[config.mk]
export PLATFORM = sky130hd
export DESIGN_NAME = addr_gen
export DESIGN_NICKNAME = d
export VERILOG_FILES = /design/src/rtl/addr_gen.sv
export SDC_FILE = /design/constraint.sdc
export NUM_CORES = 1
export LEC_CHECK = 0
export BUFFER_PORTS_ARGS = -buffer_cell sky130_fd_sc_hd__buf_2
export CORE_MARGIN = 4
export CORE_UTILIZATION = 30
export CTS_CLUSTER_SIZE = 20
export DETAILED_ROUTE_END_ITERATION = 6
export SYNTH_ARGS = -nofsm -noshare
export SYNTH_HDL_FRONTEND = slang
export SYNTH_SLANG_ARGS = --single-unit
[constraint.sdc]
create_clock -name clk -period 17 [get_ports clk]
set_input_delay 3.4 -clock clk [delete_from_list [all_inputs] [get_ports clk]]
set_output_delay 3.4 -clock clk [all_outputs]
set_load 0.005 [all_outputs]
[src/rtl/addr_gen.sv]
// Address generator: builds the 16-bit address bus from an 8-bit low-byte
// adder and a high-byte base/offset stage, and maintains the program counter.
// Optional stall support is enabled by defining ADDR_GEN_RDY_EN, which adds
// the rdy input; without it every clock advances.
module addr_gen (
   input  logic        clk,
   input  logic        reset,
`ifdef ADDR_GEN_RDY_EN
   input  logic        rdy,
`endif
   input  logic [11:0] ab_op,
   input  logic [7:0]  DB,
   input  logic [7:0]  REG,
   output logic [15:0] AB,
   output logic [15:0] PC,
   output logic        page_cross
);

   logic [15:0] ab_q, ab_d;
   logic [15:0] pc_q, pc_d;
   logic        pc_cross_q, pc_cross_d;
   logic        advance;

   logic [2:0]  pc_op;
   logic [1:0]  abh_sel;
   logic [1:0]  abh_add;
   logic [1:0]  abl_sel;
   logic [1:0]  abl_op;
   logic        abl_ci;

   logic [7:0]  abl_opa;
   logic [7:0]  abl_opb;
   logic [8:0]  abl_sum;
   logic        co;
   logic [7:0]  abh_base;
   logic [7:0]  abh_off;
   logic [7:0]  abh_next;
   logic [15:0] ab_next;

   assign pc_op   = ab_op[11:9];
   assign abh_sel = ab_op[8:7];
   assign abh_add = ab_op[6:5];
   assign abl_sel = ab_op[4:3];
   assign abl_op  = ab_op[2:1];
   assign abl_ci  = ab_op[0];

`ifdef ADDR_GEN_RDY_EN
   assign advance = rdy;
`else
   assign advance = 1'b1;
`endif

   // Low-byte adder: operand A, operand B and carry-in; bit 8 is the page carry.
   always_comb begin
      abl_opa = 8'h00;
      abl_opb = 8'h00;
      unique case (abl_op)
         2'b00:   abl_opa = REG;
         2'b01:   abl_opa = DB;
         2'b10:   abl_opa = pc_q[7:0];
         default: abl_opa = ab_q[7:0];
      endcase
      unique case (abl_sel)
         2'b01:   abl_opb = REG;
         2'b10:   abl_opb = DB;
         default: abl_opb = 8'h00;
      endcase
      abl_sum = {1'b0, abl_opa} + {1'b0, abl_opb} + {8'h00, abl_ci};
      co      = abl_sum[8];
   end

   // High byte: base plus small offset; 11 gives -1+co so a borrow-free
   // negative branch stays on the page while a carry cancels the decrement.
   always_comb begin
      abh_base = 8'h00;
      abh_off  = 8'h00;
      unique case (abh_sel)
         2'b00:   abh_base = 8'h00;
         2'b01:   abh_base = ab_q[15:8];
         2'b10:   abh_base = pc_q[15:8];
         default: abh_base = DB;
      endcase
      unique case (abh_add)
         2'b00:   abh_off = 8'h00;
         2'b01:   abh_off = 8'h01;
         2'b10:   abh_off = {7'h00, co};
         default: abh_off = co ? 8'h00 : 8'hFF;
      endcase
      abh_next = abh_base + abh_off;
      ab_next  = {abh_next, abl_sum[7:0]};
   end

   // Next-state for address, program counter and page-cross flag.
   always_comb begin
      ab_d       = ab_next;
      pc_d       = pc_q;
      pc_cross_d = co;
      unique case (pc_op)
         3'b001:  pc_d = ab_next;
         3'b010:  pc_d = pc_q + 16'h0001;
         3'b011:  pc_d = ab_next + 16'h0001;
         3'b100:  pc_d = ab_q;
         default: pc_d = pc_q;
      endcase
   end

   // State registers; reset wins over stall and any pending update.
   always_ff @(posedge clk) begin
      if (reset) begin
         ab_q       <= 16'hFFFC;
         pc_q       <= 16'h0000;
         pc_cross_q <= 1'b0;
      end else if (advance) begin
         ab_q       <= ab_d;
         pc_q       <= pc_d;
         pc_cross_q <= pc_cross_d;
      end
   end

   assign AB         = ab_q;
   assign PC         = pc_q;
   assign page_cross = pc_cross_q;

endmodule
==> reports/results.md, run 1 <==
| Quantity | This run |
|---|---|
| Number of buffers created by CTS | 5 |
| 1st-iter DRT viols | 318 |
| Adder and majority gate portion of the synthesized area | 8.28% |
| Total detailed-routing wirelength | 11600 µm |
| Most common cell in the synthesized netlist | sky130_fd_sc_hd__nor2_1 |
| Seq/Total Area, Yosys | 20.1% |
| Clock-pin slew on the worst setup and hold paths | 70 ps |
| Post-Syn Area per Cell | 8.13 µm² |
| Actual slew at the worst max-slew pin | 886 ps |
| Peak Freq | 0.115 GHz |
| Count of buffers added by post-CTS timing repair for setup | 0 |
| Final Skew | 12.8 ps |
| Required time at the endpoint of the critical path | 17200 ps |
| Internal power summed over all cells | 0.000183 W |
| Routed WL per cell | 19.6 µm |
| Post-detailed-route count of antenna-violating nets | 0 |
| Total global routing overflow | 0 |
| Largest cells by area after synthesis | sky130_fd_sc_hd__dfxtp_1, sky130_fd_sc_hd__ha_1, sky130_fd_sc_hd__mux4_2 |
| Largest voltage drop on the vdd net | 0.0315 mV |
| Total global routing track utilization | 17.8% |
| Count of flip-flops with a built-in enable after synthesis | 0 |
| Final total negative setup slack | 0 ps |
| Largest family of logic cells by synthesized area | compound AO/OA/AOI/OAI gates |
| Most frequent cells after synthesis | sky130_fd_sc_hd__nor2_1, sky130_fd_sc_hd__dfxtp_1, sky130_fd_sc_hd__nand2_1, sky130_fd_sc_hd__a21oi_1, sky130_fd_sc_hd__o21ai_0 |
| Initial cell density of the core | 31.3% |
| TritonRoute pass-1 iters | 4 |
| Vias per inst | 5.82 |
| Gates resized, CTS repair | 0 |
| Maximum number of pins on one net before global-route repair | 34 |
| Total standard cell area after synthesis | 3290 µm² |
| Post-layout min period | 8660 ps |
| Combined flip-flop and latch cell area | 661 µm² |
| Total half-perimeter wirelength after legalization and detailed placement | 8770 µm |
| Number of distinct standard cells referenced by the synthesized netlist | 68 |
| TritonCTS clock tree | yes |
| FF-to-FF setup slack | 11430 ps |
| Final Total Pwr | 0.000312 W |
| Cell accounting for the most synthesized area | sky130_fd_sc_hd__dfxtp_1 |
| Net total in the final layout | 503 |
| Number of hold violations in the final report | 0 |
| Setup-violating endpoint count in the final report | 0 |
| Antenna violations before repair | 0 |
| Share of cells above drive strength 1 | 23.8% |
| Proportion of power drawn by combinational gates | 46.1% |
| Die Width | 113 µm |
| Maximum buffer depth of the clock tree | 2 |
| Syn nets | 455 |
| Primary FF master, synth | sky130_fd_sc_hd__dfxtp_1 |
| Power per cell area | 82.4 nW/µm² |
| Via count of the first global-routing pass | 3347 |
| Synthesized flop and latch total | 33 |
| Maximum level of the CTS H-tree | 2 |
| Setup Crit Path Kind | input port to flip-flop |
| Number of max-cap violations | 0 |
| Fin cells | 589 |
| Clock root buffer | sky130_fd_sc_hd__clkbuf_8 |
| Number of instances in the synthesized netlist | 405 |
| Share of the synthesized area in the top cell type | 20.1% |
| Floorplan die height | 113 µm |
| Worst skew pair latency | 300 ps |
| Inserted Diodes | 0 |
| Core area | 10500 µm² |
| Clk sink count | 33 |
| Number of port buffers | 62 |
| Total via count in the routed design | 3430 |
| Critical path peak fanout | 8 |
| Final Slew Violations | 0 |
| CTS hold repair buffers | 0 |
| Portion of the clock cycle consumed by the worst path in the final layout | 50.9% |
| Worst rel slew slack | 40.7% |
| Synthesized-area fraction occupied by xor and xnor cells | 5.05% |
| Net Switching | 0.000128 W |
| Endpoint type of the worst setup path | flip-flop |
| Crit path from | ab_op[1] |
| Number of standard-cell rows in the floorplan | 37 |
| Terminus of the critical flop-to-flop path | PC[15] |
| Unrepaired setup endpoints after global routing | false |
| Layout overhead on the synthesized area | 15.0% |
| Worst Path Arrival | 8860 ps |
| Post-synthesis share of cell area spent on and, or, nand and nor gates | 24.0% |
| Class of the tightest hold or removal check | flip-flop to flip-flop |
| Launch point of the worst reg-to-reg path | PC[0] |
| Proportion of power drawn by the clock network | 20.9% |
| Switch share | 41.2% |
| Sequential share of power | 33.1% |
| Syn. warnings | 0 |
| Fraction of synthesized area in multiplexers | 11.0% |
| Detailed-route DRC error count | 0 |
| Share of flip-flops with an asynchronous set or reset | 0% |
| Leakage dissipation | 1.53 nW |
| Footprint of the multi-input gates | 2500 µm² |
| First-pass GRT wire length | 18200 µm |
| Fraction of the mapped netlist area in compound gates | 27.7% |
| Number of filler cells placed in the layout | 1095 |
| Boundary pin count | 63 |
| Full die area | 12700 µm² |
| GPL Wtd Cong | 0.857 |
| Number of cells in the design after placement | 582 |
| End point of the critical path | PC[15] |
| Outcome | completed |
| Logic depth of the worst register-to-register path | 15 |
| Startpoint types | input port |
[registers in the layout, indices dropped and copies added, names as in the netlist]
name        count
page_cross      1
PC             16
AB             16
[placed cells by master (no fill, tap or decap), types with 3 or more instances in the layout]
cell | netlist | routed
sky130_fd_sc_hd__o21bai_1 | 6 | 6
sky130_fd_sc_hd__a31oi_1 | 4 | 4
sky130_fd_sc_hd__nor3_1 | 8 | 8
sky130_fd_sc_hd__inv_1 | 11 | 11
sky130_fd_sc_hd__o22ai_1 | 16 | 16
sky130_fd_sc_hd__nor2b_1 | 6 | 6
sky130_fd_sc_hd__o21ai_0 | 19 | 19
sky130_fd_sc_hd__mux4_2 | 8 | 8
sky130_fd_sc_hd__nand4_1 | 3 | 3
sky130_fd_sc_hd__buf_2 | 2 | 62
sky130_fd_sc_hd__a21oi_1 | 25 | 25
sky130_fd_sc_hd__fa_1 | 3 | 3
sky130_fd_sc_hd__xor2_1 | 8 | 8
sky130_fd_sc_hd__a22oi_1 | 9 | 9
sky130_fd_sc_hd__mux2_2 | 9 | 9
sky130_fd_sc_hd__mux2i_1 | 8 | 8
sky130_fd_sc_hd__nor3b_1 | 6 | 6
sky130_fd_sc_hd__xnor2_1 | 11 | 11
sky130_fd_sc_hd__a221oi_1 | 3 | 3
sky130_fd_sc_hd__o32ai_1 | 4 | 4
sky130_fd_sc_hd__a211oi_1 | 6 | 6
sky130_fd_sc_hd__nand2b_1 | 11 | 11
sky130_fd_sc_hd__nand2_1 | 30 | 30
sky130_fd_sc_hd__clkbuf_8 | 0 | 6
sky130_fd_sc_hd__or2_2 | 10 | 10
sky130_fd_sc_hd__nor2_1 | 47 | 47
sky130_fd_sc_hd__ha_1 | 17 | 17
sky130_fd_sc_hd__dfxtp_1 | 33 | 33
sky130_fd_sc_hd__and3_1 | 3 | 3
sky130_fd_sc_hd__a22o_1 | 8 | 8
sky130_fd_sc_hd__nand3_1 | 8 | 8
[kinds of logic (layout without fill, tap and decap cells)]
group | after synthesis | in the layout
simple gates | 148 | 148
compound gates | 126 | 126
buf+inv | 34 | 82
flops | 33 | 33
mux | 25 | 25
fa+ha+maj | 20 | 20
xor+xnor | 19 | 19
[per-stage QoR]
stage	instance area [µm²]	hold WS (ps)	util [%]	setup slack (ps)
floorplan	3290	503	-	8540
global route	3790	588	36.0	8090
detailed placement	3700	548	35.2	8100
global placement	3700	541	35.2	8260
finish	3790	556	36.0	8340
CTS	3790	559	36.0	8400
[critical path: stages]
cell and delay (ps):
sky130_fd_sc_hd__buf_2 290, sky130_fd_sc_hd__mux4_2 570, sky130_fd_sc_hd__fa_1 470, sky130_fd_sc_hd__fa_1 470, sky130_fd_sc_hd__a211oi_1 350, sky130_fd_sc_hd__o21bai_1 160, sky130_fd_sc_hd__a41o_1 290, sky130_fd_sc_hd__nor2_1 580
sky130_fd_sc_hd__ha_1 370, sky130_fd_sc_hd__a211oi_1 430, sky130_fd_sc_hd__nor2_1 90, sky130_fd_sc_hd__or4bb_1 510, sky130_fd_sc_hd__o32ai_1 300, sky130_fd_sc_hd__nand4b_1 170, sky130_fd_sc_hd__and3_1 210, sky130_fd_sc_hd__o31ai_1 190
[layer usage]
| metal | track usage, % | routed length [µm] | vias to the layer above |
|---|---|---|---|
| met1 | 25.1 | 5230 | 1644 |
| met2 | 28.5 | 5260 | 147 |
| met5 | 0 | 0 | - |
| met4 | 3.29 | 150 | 0 |
| li1 | - | - | 1624 |
| met3 | 3.53 | 920 | 15 |
[how the worst min path moves through the flow]
stage,start,to,slack (ps),depth (start not counted)
after detailed placement,AB[0],PC[0],550,2
after CTS,PC[2],PC[2],560,2
after floorplan,AB[0],PC[0],500,2
after global placement,AB[0],PC[0],540,2
final,AB[0],PC[0],560,2
after global routing,PC[2],PC[2],590,2
[power groups by stage]
stage	sequential [W]	clock (W)	combinational (W)
after floorplan	0.000101	0	0.000100
after global placement	0.000105	0	0.000140
after detailed placement	0.000105	0	0.000141
after CTS	0.000103	0.0000663	0.000143
after global routing	0.000105	0.0000690	0.000159
final	0.000103	0.0000650	0.000144
[layout make-up]
| class | count | area share (%) |
|---|---|---|
| Multi-Input combinational cell | 338 | 66.1 |
| Sequential cell | 33 | 17.4 |
| Timing Repair Buffer | 64 | 8.59 |
| Tap cell | 136 | 4.49 |
| Clock buffer | 7 | 2.28 |
| Inverter | 11 | 1.09 |
Note: power is estimated with default switching activity, not from simulation.
==> inputs of run 2 (changes only) <==
Clock period 17 ns to 8 ns, I/O delays scaled along.
==> run 2 against run 1 <==
  * Critical path type unchanged
  * Flip-flop and latch count is the same
  * Hold slack got worse by 16 ps
  * Clock power up 89%
  * Largest power group unchanged
  * Largest cell class unchanged
  * Die area did not move
  * Global-route usage increased by 0.30 points
  * Sequential share of layout area about the same
  * Clock-buffer cell count is 2 lower
==> reports/results.md, run 2 (synthesis gave the netlist of run 1 again) <==
| Quantity | This run | Change |
|---|---|---|
| Final Slew Violations | 0 | unchanged |
| Outcome | completed | unchanged |
| Internal power summed over all cells | 0.000379 W | was 0.000183 W |
| Largest voltage drop on the vdd net | 0.0582 mV | was 0.0315 mV |
| Maximum buffer depth of the clock tree | 2 | unchanged |
| FF-to-FF setup slack | 2830 ps | was 11430 ps |
| Total detailed-routing wirelength | 11600 µm | about the same |
| Fin cells | 589 | unchanged |
| Clock root buffer | sky130_fd_sc_hd__clkbuf_8 | unchanged |
| Required time at the endpoint of the critical path | 8170 ps | was 17200 ps |
| Number of buffers created by CTS | 5 | unchanged |
| End point of the critical path | PC[14] | was PC[15] |
| Launch point of the worst reg-to-reg path | PC[0] | unchanged |
| Unrepaired setup endpoints after global routing | false | unchanged |
| Number of cells in the design after placement | 583 | was 582 |
| Actual slew at the worst max-slew pin | 882 ps | was 886 ps |
| Setup Crit Path Kind | input port to flip-flop | unchanged |
| Proportion of power drawn by the clock network | 19.0% | was 20.9% |
| Total global routing overflow | 0 | unchanged |
| Most frequent cells in the layout | sky130_fd_sc_hd__buf_2, sky130_fd_sc_hd__nor2_1, sky130_fd_sc_hd__dfxtp_1 | unchanged |
| Count of buffers added by post-CTS timing repair for setup | 0 | unchanged |
| Clk sink count | 33 | unchanged |
| Initial cell density of the core | 31.3% | unchanged |
| Terminus of the critical flop-to-flop path | PC[14] | was PC[15] |
| Net Switching | 0.000269 W | was 0.000128 W |
| TritonRoute pass-1 iters | 5 | was 4 |
| First-pass GRT wire length | 18500 µm | was 18200 µm |
| Switch share | 41.5% | was 41.2% |
| Crit path from | ab_op[1] | unchanged |
| Number of standard-cell rows in the floorplan | 37 | unchanged |
| Detailed-route DRC error count | 0 | unchanged |
| GPL Wtd Cong | 0.890 | was 0.857 |
| Worst Path Arrival | 6610 ps | was 8860 ps |
| Worst skew pair latency | 290 ps | was 300 ps |
| Setup-violating endpoint count in the final report | 0 | unchanged |
| Boundary pin count | 63 | unchanged |
| Power per cell area | 171 nW/µm² | was 82.4 nW/µm² |
| Leading cell type in the layout, fill and taps excluded | sky130_fd_sc_hd__buf_2 | unchanged |
| Portion of the clock cycle consumed by the worst path in the final layout | 80.4% |  |
| Layout overhead on the synthesized area | 14.8% | was 15.0% |
| Via count of the first global-routing pass | 3376 | was 3347 |
| Post-detailed-route count of antenna-violating nets | 0 | unchanged |
| Number of max-cap violations | 0 | unchanged |
| Die Width | 113 µm | unchanged |
| Post-layout min period | 6440 ps |  |
| Inserted Diodes | 0 | unchanged |
| Critical path peak fanout | 8 | unchanged |
| Logic depth of the worst register-to-register path | 17 | was 15 |
| Net total in the final layout | 504 | was 503 |
| Vias per inst | 5.81 | was 5.82 |
| Number of hold violations in the final report | 0 | unchanged |
| Core area | 10500 µm² | unchanged |
| Proportion of power drawn by combinational gates | 47.3% | was 46.1% |
| Final total negative setup slack | 0 ps | unchanged |
| Maximum number of pins on one net before global-route repair | 34 | unchanged |
| Gates resized, CTS repair | 0 | unchanged |
| Class of the tightest hold or removal check | flip-flop to flip-flop | unchanged |
| Antenna violations before repair | 0 | unchanged |
| Total global routing track utilization | 18.1% | was 17.8% |
| Worst rel slew slack | 41.0% | was 40.7% |
| Startpoint types | input port | unchanged |
| 1st-iter DRT viols | 223 | was 318 |
| Full die area | 12700 µm² | unchanged |
| Number of filler cells placed in the layout | 1107 | was 1095 |
| Maximum level of the CTS H-tree | 2 | unchanged |
| Sequential share of power | 33.7% | was 33.1% |
| Total via count in the routed design | 3422 | was 3430 |
| Final Skew | 6.63 ps | was 12.8 ps |
| Total half-perimeter wirelength after legalization and detailed placement | 8760 µm | was 8770 µm |
| Floorplan die height | 113 µm | unchanged |
| Clock-pin slew on the worst setup and hold paths | 70 ps | about the same |
| CTS hold repair buffers | 0 | unchanged |
| Number of port buffers | 62 | unchanged |
| Routed WL per cell | 19.7 µm | was 19.6 µm |
| Endpoint type of the worst setup path | flip-flop | unchanged |
| Leakage dissipation | 1.54 nW | was 1.53 nW |
| TritonCTS clock tree | yes | unchanged |
| Share of cells above drive strength 1 | 24.1% | was 23.8% |
| Peak Freq | 0.155 GHz |  |
## run 2: cell types whose count changed in the layout (fill, tap and decap cells not counted)
cell | before | now
sky130_fd_sc_hd__buf_4 | 2 | 3
sky130_fd_sc_hd__clkbuf_8 | 6 | 5
sky130_fd_sc_hd__clkinv_2 | 0 | 1
sky130_fd_sc_hd__clkbuf_1 | 1 | 0
## run 2: worst min-delay path by stage
stage            end  slack [ps]  start  cells after the start
6_report       PC[0]         540  AB[0]                      2
5_1_grt        PC[2]         580  PC[2]                      2
4_1_cts        PC[0]         540  AB[0]                      2
3_5_place_dp   PC[0]         530  AB[0]                      2
3_3_place_gp   PC[0]         540  AB[0]                      2
2_1_floorplan  PC[0]         500  AB[0]                      2
## run 2: final cells by class
class	count	area (µm²)	share of cell area [%]
Multi-Input combinational cell	338	2500	66.2
Timing Repair Buffer	65	333	8.80
Tap cell	136	170	4.50
Clock buffer	5	68.8	1.82
Clock inverter	1	5.00	0.132
Sequential cell	33	661	17.5
Inverter	11	41.3	1.09
## run 2: layer usage
metal	up-vias	routed length (µm)	GRT usage (%)	part of all wire (%)
met5	-	0	0	0
met2	155	5250	29.2	45
met4	0	124	3.69	1.1
met1	1629	5260	24.9	45
met3	11	951	4.06	8.2
li1	1627	-	-	-
## run 2: metrics by stage
step | power (W) | cell area [µm²] | worst slack [ps] | hold WS, ps | util [%]
floorplan | 0.000427 | 3290 | 1340 | 503 | -
global placement | 0.000520 | 3710 | 1370 | 538 | 35.3
detailed placement | 0.000524 | 3710 | 1250 | 532 | 35.3
CTS | 0.000649 | 3780 | 1550 | 539 | 36.0
global route | 0.000694 | 3780 | 1180 | 585 | 36.0
finish | 0.000648 | 3780 | 1560 | 539 | 36.0
## run 2: power groups by stage
stage | sequential (W) | clock, W | combinational (W)
final | 0.000218 | 0.000123 | 0.000307
after global routing | 0.000222 | 0.000133 | 0.000339
after CTS | 0.000218 | 0.000126 | 0.000305
after detailed placement | 0.000222 | 0 | 0.000302
after global placement | 0.000221 | 0 | 0.000299
after floorplan | 0.000215 | 0 | 0.000212
## run 2: worst max-delay path: stages
cell and delay [ps]:
sky130_fd_sc_hd__buf_2 270, sky130_fd_sc_hd__mux4_2 560, sky130_fd_sc_hd__fa_1 470, sky130_fd_sc_hd__fa_1 460, sky130_fd_sc_hd__a211oi_1 350, sky130_fd_sc_hd__o21bai_1 140, sky130_fd_sc_hd__a41o_1 290, sky130_fd_sc_hd__nand2_1 90
sky130_fd_sc_hd__xnor2_1 90, sky130_fd_sc_hd__ha_1 230, sky130_fd_sc_hd__fa_1 420, sky130_fd_sc_hd__nand3_1 110, sky130_fd_sc_hd__a21oi_1 130, sky130_fd_sc_hd__or4bb_1 540, sky130_fd_sc_hd__o32ai_1 310, sky130_fd_sc_hd__nor4b_2 300
sky130_fd_sc_hd__xnor2_1 160, sky130_fd_sc_hd__o22ai_1 80
